### src/rtl/result_frame_pkg.sv
// result_frame_pkg
//   Shared types and defaults for the result frame collector.
//   - state_t   : collector state machine encoding (IDLE, COLLECT, DRAIN)
//   - DW_DEF    : default result word width
//   - DEPTH_DEF : default frame buffer depth (power of 2, >= 2)
package result_frame_pkg;

    localparam int DW_DEF    = 9;
    localparam int DEPTH_DEF = 8;

    typedef enum logic [1:0] {
        IDLE    = 2'd0,
        COLLECT = 2'd1,
        DRAIN   = 2'd2
    } state_t;

endpackage

### src/rtl/gated_clk_cell.sv
// gated_clk_cell
//   Latch-based integrated clock gate. The enable is captured by a latch that
//   is transparent while clk is low, so it cannot change while clk is high and
//   the gated clock never glitches.
//   Only compiled when RESULT_FRAME_CLK_GATE_EN is defined.
//   Ports:
//     clk  - free-running input clock
//     en   - gate enable (1 = pass clock)
//     gclk - gated output clock
`ifdef RESULT_FRAME_CLK_GATE_EN
module gated_clk_cell (
    input  logic clk,
    input  logic en,
    output logic gclk
);

    logic en_lat;

    always_latch begin
        if (!clk) en_lat <= en;
    end

    assign gclk = clk & en_lat;

endmodule
`endif

### src/rtl/result_frame_collector.sv
// result_frame_collector
//   Captures a variable-length result burst (contiguous in_valid cycles) into a
//   local buffer, then replays it as a framed valid/ready stream with a last
//   marker. Words beyond DEPTH, words arriving while a frame drains, and words
//   arriving on the cycle the drain completes are dropped and flag ovf_err.
//
//   Build option: RESULT_FRAME_CLK_GATE_EN
//     defined   - buffer bank clocked through gated_clk_cell, enabled only on
//                 write cycles when cg_en=1
//     undefined - buffer bank on clk with a write-enable; cg_en unused
//   Port behaviour is cycle-identical in both builds.
//
//   Ports:
//     clk, rst_n          - clock, asynchronous active-low reset
//     cg_en               - clock-gating allowed
//     in_valid, in_data   - upstream result burst
//     busy                - frame draining; upstream must hold off
//     out_valid, out_data - frame word (data forced to 0 when not valid)
//     out_last            - final word of frame
//     out_ready           - consumer accept
//     frame_len           - stored word count during drain, else 0
//     ovf_err             - sticky per-frame drop flag
module result_frame_collector
    import result_frame_pkg::*;
#(
    parameter int DW    = DW_DEF,
    parameter int DEPTH = DEPTH_DEF,
    parameter int CW    = $clog2(DEPTH) + 1
) (
    input  logic          clk,
    input  logic          rst_n,
    input  logic          cg_en,
    input  logic          in_valid,
    input  logic [DW-1:0] in_data,
    output logic          busy,
    output logic          out_valid,
    output logic [DW-1:0] out_data,
    output logic          out_last,
    input  logic          out_ready,
    output logic [CW-1:0] frame_len,
    output logic          ovf_err
);

    localparam int AW = $clog2(DEPTH);

    state_t        state, state_nxt;
    logic [CW-1:0] wr_ptr, wr_ptr_nxt;
    logic [AW-1:0] rd_ptr, rd_ptr_nxt;
    logic [CW-1:0] len_q, len_nxt;
    logic          ovf_q, ovf_nxt;

    logic [DW-1:0] mem [DEPTH];

    logic          hs;
    logic          at_last;
    logic          wr_en;
    logic [AW-1:0] wr_addr;
    logic          room;

    // ------------------------------------------------------------------
    // Output decode (all from registered state / buffer)
    // ------------------------------------------------------------------
    assign out_valid = (state == DRAIN);
    assign busy      = out_valid;
    assign at_last   = ({1'b0, rd_ptr} == (len_q - CW'(1)));
    assign out_last  = out_valid & at_last;
    assign out_data  = out_valid ? mem[rd_ptr] : '0;
    assign hs        = out_valid & out_ready;
    assign frame_len = len_q;
    assign ovf_err   = ovf_q;

    // ------------------------------------------------------------------
    // Buffer write port. The first word of a burst lands in slot 0 while
    // still in IDLE, so the address comes from the state, not wr_ptr.
    // ------------------------------------------------------------------
    assign room    = (wr_ptr < CW'(DEPTH));
    assign wr_addr = (state == IDLE) ? '0 : wr_ptr[AW-1:0];
    assign wr_en   = in_valid & ((state == IDLE) | ((state == COLLECT) & room));

    // ------------------------------------------------------------------
    // State machine: register
    // ------------------------------------------------------------------
    always_ff @(posedge clk or negedge rst_n) begin
        if (!rst_n) begin
            state  <= IDLE;
            wr_ptr <= '0;
            rd_ptr <= '0;
            len_q  <= '0;
            ovf_q  <= 1'b0;
        end else begin
            state  <= state_nxt;
            wr_ptr <= wr_ptr_nxt;
            rd_ptr <= rd_ptr_nxt;
            len_q  <= len_nxt;
            ovf_q  <= ovf_nxt;
        end
    end

    // ------------------------------------------------------------------
    // State machine: next state
    // ------------------------------------------------------------------
    always_comb begin
        state_nxt  = state;
        wr_ptr_nxt = wr_ptr;
        rd_ptr_nxt = rd_ptr;
        len_nxt    = len_q;
        ovf_nxt    = ovf_q;
        case (state)
            IDLE: begin
                if (in_valid) begin
                    state_nxt  = COLLECT;
                    wr_ptr_nxt = CW'(1);
                    ovf_nxt    = 1'b0;
                end
            end
            COLLECT: begin
                if (in_valid) begin
                    // wr_ptr stops at DEPTH, which also saturates frame_len
                    if (room) wr_ptr_nxt = wr_ptr + CW'(1);
                    else      ovf_nxt    = 1'b1;
                end else begin
                    state_nxt  = DRAIN;
                    len_nxt    = wr_ptr;
                    rd_ptr_nxt = '0;
                end
            end
            DRAIN: begin
                // Upstream is not allowed to talk during a drain, including
                // the cycle the final handshake completes.
                if (in_valid) ovf_nxt = 1'b1;
                if (hs) begin
                    if (at_last) begin
                        state_nxt  = IDLE;
                        len_nxt    = '0;
                        rd_ptr_nxt = '0;
                        wr_ptr_nxt = '0;
                    end else begin
                        rd_ptr_nxt = rd_ptr + AW'(1);
                    end
                end
            end
            default: begin
                state_nxt  = IDLE;
                wr_ptr_nxt = '0;
                rd_ptr_nxt = '0;
                len_nxt    = '0;
            end
        endcase
    end

    // ------------------------------------------------------------------
    // Buffer bank (never cleared; only pointers reset)
    // ------------------------------------------------------------------
`ifdef RESULT_FRAME_CLK_GATE_EN
    logic bank_en;
    logic bank_clk;

    // With gating allowed, the bank only sees edges when upstream may write.
    assign bank_en = !cg_en | (in_valid & (state != DRAIN));

    gated_clk_cell u_bank_icg (
        .clk  (clk),
        .en   (bank_en),
        .gclk (bank_clk)
    );

    always_ff @(posedge bank_clk) begin
        if (wr_en) mem[wr_addr] <= in_data;
    end
`else
    logic unused_cg_en;
    assign unused_cg_en = cg_en;

    always_ff @(posedge clk) begin
        if (wr_en) mem[wr_addr] <= in_data;
    end
`endif

endmodule

### config.mk
export PLATFORM = sky130hd
export DESIGN_NAME = result_frame_collector
export DESIGN_NICKNAME = d
export VERILOG_FILES = /design/src/rtl/result_frame_pkg.sv /design/src/rtl/gated_clk_cell.sv /design/src/rtl/result_frame_collector.sv
export SDC_FILE = /design/constraint.sdc
export NUM_CORES = 1
export LEC_CHECK = 0
export CORE_UTILIZATION = 52
export CTS_CLUSTER_DIAMETER = 50
export CTS_CLUSTER_SIZE = 10
export DETAILED_ROUTE_END_ITERATION = 16
export GPL_TIMING_DRIVEN = 0
export MAX_ROUTING_LAYER = met4
export PLACE_DENSITY = 0.75
export SETUP_SLACK_MARGIN = 0.3
export SYNTH_ARGS = -nofsm -noshare
export SYNTH_HDL_FRONTEND = slang
export SYNTH_SLANG_ARGS = --single-unit
### constraint.sdc
create_clock -name clk -period 2.3 [get_ports clk]
set_input_delay 0.46 -clock clk [delete_from_list [all_inputs] [get_ports clk]]
set_output_delay 0.46 -clock clk [all_outputs]
set_load 0.03 [all_outputs]
======== Word level (Yosys, flattened, before mapping) ========
Memory sizes are Yosys's and may differ from the RTL's.
Index checks and enable logic that the tools add are counted.
cells by class
  bitwise logic cells ..................... 6
  muxes and demuxes ....................... 26
  $lt $le $gt $ge ......................... 1
  add/sub/neg operators ................... 3
  reductions and logical operators ........ 7
  equality and inequality tests ........... 11
operator list
  cell                                                                    number
  4-bit 2-to-1 mux                                                        6
  4-bit one-hot mux with 3 select lines                                   2
  3-bit 2-to-1 mux                                                        4
  2-bit != test (second input constant)                                   6
  5-bit AND reduction                                                     2
  9-bit 2-to-1 mux                                                        1
  3-bit one-hot mux with 3 select lines                                   1
  2-bit 2-to-1 mux                                                        4
  4-bit AND reduction                                                     2
  1-bit 2-to-1 mux                                                        6
  2-bit one-hot mux with 3 select lines                                   1
  4-bit by 1-bit adder with 4-bit output (second input constant)          1
  1-bit AND                                                               4
  3-bit by 4-bit equality test with 1-bit output                          1
  4-bit < comparator (second input constant)                              1
  2-bit by 1-bit != test with 1-bit output (second input constant)        2
  4-bit by 1-bit subtractor with 4-bit output (second input constant)     1
  3-bit by 1-bit adder with 3-bit output (second input constant)          1
  1-bit one-hot mux with 3 select lines                                   1
  3-bit AND reduction                                                     1
  3-bit nonzero test                                                      1
  2-bit by 1-bit equality test with 1-bit output (second input constant)  1
  2-bit equality test (second input constant)                             1
  2-bit logical NOT                                                       1
  other kinds (2)                                                         2
storage, ports and cells
  memories ................................ 1
  register bits ........................... 14
  memory bits (writable) .................. 72
  logic and storage cells ................. 60
memory list
  memory  depth  width  read ports  clocked after memory_dff  wr ports  line                          text
  mem     8      9      1           0                         1         result_frame_collector.sv:52  logic [DW-1:0] mem [DEPTH];

======== Longest topological paths before layout ========
  depth in word-level cells ............... 6
  gate-level depth with buffers ........... 8
  gate-level depth less buffers ........... 7

======== Worst setup path after synthesis ========
OpenSTA, ideal clock, no wires.
  kind .................................... register -> register
  start ................................... register state[1]
  end ..................................... memory mem[2][0] in the netlist's numbering, enable pin
  setup slack ............................. -264 ps
  cell stages (with the launch flop) ...... 7
  setup time .............................. 399 ps
  data required time ...................... 1901 ps
  arrival ................................. 2165 ps
  cell sequence ........................... dfrtp_1 > inv_1 > ha_1 > nor2b_1 > o21ai_1 > or2_1 > nor4_1
on the way
  cells in the longest elaborated chain, start to end .. 6
  elaborated cells between the ends (all ways) .. 8
ends and longest elaborated chain
  item                                            line                           text
  start: declaration                              result_frame_collector.sv:46   state_t state, state_nxt;
  start signal: assignment                        result_frame_collector.sv:91   state <= state_nxt;
  2-bit by 1-bit equality test with 1-bit output  result_frame_collector.sv:78   assign wr_en = in_valid & ((state == IDLE) | ((state == COLLECT) & room));
  1-bit AND                                       result_frame_collector.sv:78
  1-bit bitwise OR                                result_frame_collector.sv:78
  1-bit AND                                       result_frame_collector.sv:78
  1-bit 2-to-1 mux                                result_frame_collector.sv:175  if (wr_en) mem[wr_addr] <= in_data;
  1-bit 2-to-1 mux (not written as such)          result_frame_collector.sv:175
  end: declaration                                result_frame_collector.sv:52
Several ways; a longest one is shown, not always the timed one.

======== Worst setup path in the final report ========
  start ................................... register rd_ptr[0]
  end ..................................... output out_data[5]
on the way
  cells in the longest elaborated chain, start to end .. 2
ends and longest elaborated chain
  item                      line                          text
  start: declaration        result_frame_collector.sv:48  logic [AW-1:0] rd_ptr, rd_ptr_nxt;
  start signal: assignment  result_frame_collector.sv:93  rd_ptr <= rd_ptr_nxt;
  memory 8 x 9 bit          --
  9-bit 2-to-1 mux          result_frame_collector.sv:67  assign out_data = out_valid ? mem[rd_ptr] : '0;
  end: declaration          result_frame_collector.sv:37  output logic [DW-1:0] out_data,
Every way passes these cells.

==> flow_summary.yaml <==
sta:
  timing.fmax_mhz: 421.0
  fin_skew_ns: 0.008311
  rsz0062_at_grt: "yes"
  fin_crit_sh: 1.033
  final_hold_viol_count: 0
  max-slew-margin-rel: 0.5503
  setup_viol: 8
  fin_ws_ns: -0.07548
  period_needed_ns: 2.375
  tightest_slew_ns: 0.6724
  final_max_slew_viol_count: 0
synth:
  synthDistinctLibCells: 43
  syn_area_per_cell_sq_um: 15.89
  ys_ff_latch: 86
  synth_top_area_frac: 0.5718
  synth_ff_type: "edfxtp_1"
  yosys-top-cells-count: "72 x edfxtp_1, 18 x mux4_2, 15 x mux2i_1"
  synth_seq_area_share: 0.6645
  synthCells: 238
  synth.most_common_cell: "edfxtp_1"
  netlist_area_sq_mm: 0.003781
  async_flop_share: 0.1628
  yosys-top-cells-area: "edfxtp_1 57%, mux4_2 11%, dfrtp_1 9.3%"
  synth_edf_count: 72
  synth_largest_area_cell: "edfxtp_1"
  synth_nets: 259
  yosysWarnings: 0
global_routing:
  grt_pass1_wl_mm: 11.81
  grt.overflow.total: 0
  grt_max_degree: 15
  antenna_found_initial: 0
  grt_usage: 0.2267
  first_global_vias: 2226
final_layout:
  fin_nets: 326
  seqCellArea_sq_mm: 0.002519
  stdcell_count: 405
  fillers: 409
  syn_to_final_growth_pct: 35.44
  multi_input_area_sq_mm: 0.001490
  antennaDiodeCount: 0
  fin_util: 0.7415
  drive_gt1_frac: 0.4304
  postLayoutCellArea_sq_mm: 0.005121
route:
  viasPerCell: 5.714
  met1_length_mm: 3.215
  top_layer: "met4"
  routedWlPerCell_um: 19.72
  antenna_left: 0
  drt_wl_total_mm: 7.986
  wl_met2_mm: 4.034
  dr_wl_met3_um: 592
  drcViolationCount: 0
  detail_route.first_pass.iterations: 4
  drtIter0Drc: 171
  vias: 2314
place:
  post_dp_cell_area_sq_mm: 0.004372
  place.gp.congestion: 0.8322
  dp.cells: 363
  dp_hpwl_mm: 4.599
  placement.io_buffers: 29
  place_ws_ns: -0.5748
setup_path:
  crit_path_top_delay_cell: "mux4_2"
  crit_type: "reg2out"
  slowest_delay_ns: 0.57
  crit_chain: "buf_12 > mux4_2 > mux2i_4 > nor2_4 > buf_6"
  crit_start: "rd_ptr[0]$_DFFE_PN0P_"
  critical_path.top_delay_family: "multiplexers"
  worstPathMaxFanout: 9
  rr_startpoint: "state[1]$_DFFE_PN0P_"
  worst-path-buf-inv: 2
  critical_path_arrival_ns: 1.92
  start_kind: "register"
  end_kind: "primary output"
  required_ns: 1.84
floorplan:
  initial_utilization: 0.5475
  dieWidth_um: 87.27
  rows: 30
  pin_count: 31
  core_sq_mm: 0.006907
  die_h_um: 87.27
  dieArea_sq_mm: 0.007616
status:
  status: "finished with violations"
  violations: "setup timing"
clock_tree:
  clk_latency_ns: 0.35
  path_clk_slew_ns: 0.08
  cts_root_buf: "clkbuf_8"
  tritoncts: "done"
  clockBufferDepth: 2
  htreeDepth: 3
  cts_hold_buf: 0
  cts_buffers: 9
  clock_sinks: 86
power_and_ir_drop:
  cellPowerDensity_mw_per_mm2: 1038
  power_leakage_nw: 1.761
  peakVddDrop_uv: 834.1
  p_total_mw: 5.315
min_path:
  hold_start: "ovf_err$_DFFE_PN0P_"
  hold_class: "reg2reg"
flow_run:
  drv_cap: 0
==> registers in the layout (all words and copies together), names as in the netlist <==
| signal | cells |
|---|---|
| ovf_err | 1 |
| state | 2 |
| rd_ptr | 3 |
| mem | 72 |
| frame_len | 4 |
| wr_ptr | 4 |
==> worst paths after layout <==
check	cells past startpoint	end	slack, ns
min reg2reg	1	ovf_err$_DFFE_PN0P_	0.50
max	5	out_data[5]	-0.08
min	1	ovf_err$_DFFE_PN0P_	0.50
min in group asynchronous	1	rd_ptr[1]$_DFFE_PN0P_	0.52
max in group asynchronous	1	state[1]$_DFFE_PN0P_	1.31
max reg2reg	8	mem[2][0]$_DFFE_PP_	0.22
==> placed cells by master, fill, tap and decap left out, drive strengths merged, types with 2 or more instances in the layout <==
cell type / Yosys / routed
o41ai: 3 / 3
mux4: 18 / 18
a21oi: 7 / 7
mux2i: 15 / 15
clkinv: 0 / 3
or3: 2 / 2
nor3: 6 / 6
inv: 10 / 11
dfrtp: 14 / 14
o21ai: 7 / 7
bufinv: 0 / 2
nand2b: 5 / 5
nand3: 4 / 4
clkdlybuf4s50: 0 / 17
nor2b: 5 / 5
o21a: 2 / 2
nor4: 3 / 3
ha: 7 / 7
nand2: 13 / 13
clkbuf: 6 / 14
nor2: 14 / 14
buf: 7 / 45
edfxtp: 72 / 72
==> logic make-up after synthesis <==
family | Yosys count | synth area share
xor+xnor | 2 | 0.004634
fa+ha+maj | 7 | 0.02316
buf+inv | 23 | 0.02747
mux | 34 | 0.1499
flops | 86 | 0.6645
compound gates | 29 | 0.05527
simple gates | 57 | 0.07512
==> where the power goes <==
part	internal, mW	switching, mW
combinational	1.03	1.15
sequential	1.88	0.133
clock	0.606	0.520
==> layout make-up <==
cell class                      instances  share of cell area
Buffer                                 13             0.02859
Clock buffer                            9             0.02419
Clock inverter                          6             0.01686
Inverter                               10            0.007330
Multi-Input combinational cell        129              0.2910
Sequential cell                        86              0.4918
Tap cell                               96             0.02345
Timing Repair Buffer                   56              0.1168
==> stage by stage <==
stage	hold WS (ns)	TNS [ns]
2_1_floorplan	0.1644	0
3_3_place_gp	0.4691	-30.37
3_5_place_dp	0.4841	-31.31
4_1_cts	0.5013	-0.3160
5_1_grt	0.5307	-0.8840
6_report	0.4956	-0.1858
==> per-layer routing <==
layer / up-vias / track usage
met5: - / -
met2: 81 / 0.3658
li1: 1060 / -
met1: 1159 / 0.2930
met3: 14 / 0.04929
met4: 0 / 0.06408
==> timing repair <==
item                       CTS  global route
buffers inserted            20             6
gates cloned                 0             1
setup endpoints to repair   84            83
pin swaps                    9             6
gates resized for setup    113            15
No activity file was read; power rests on OpenSTA's default activity.
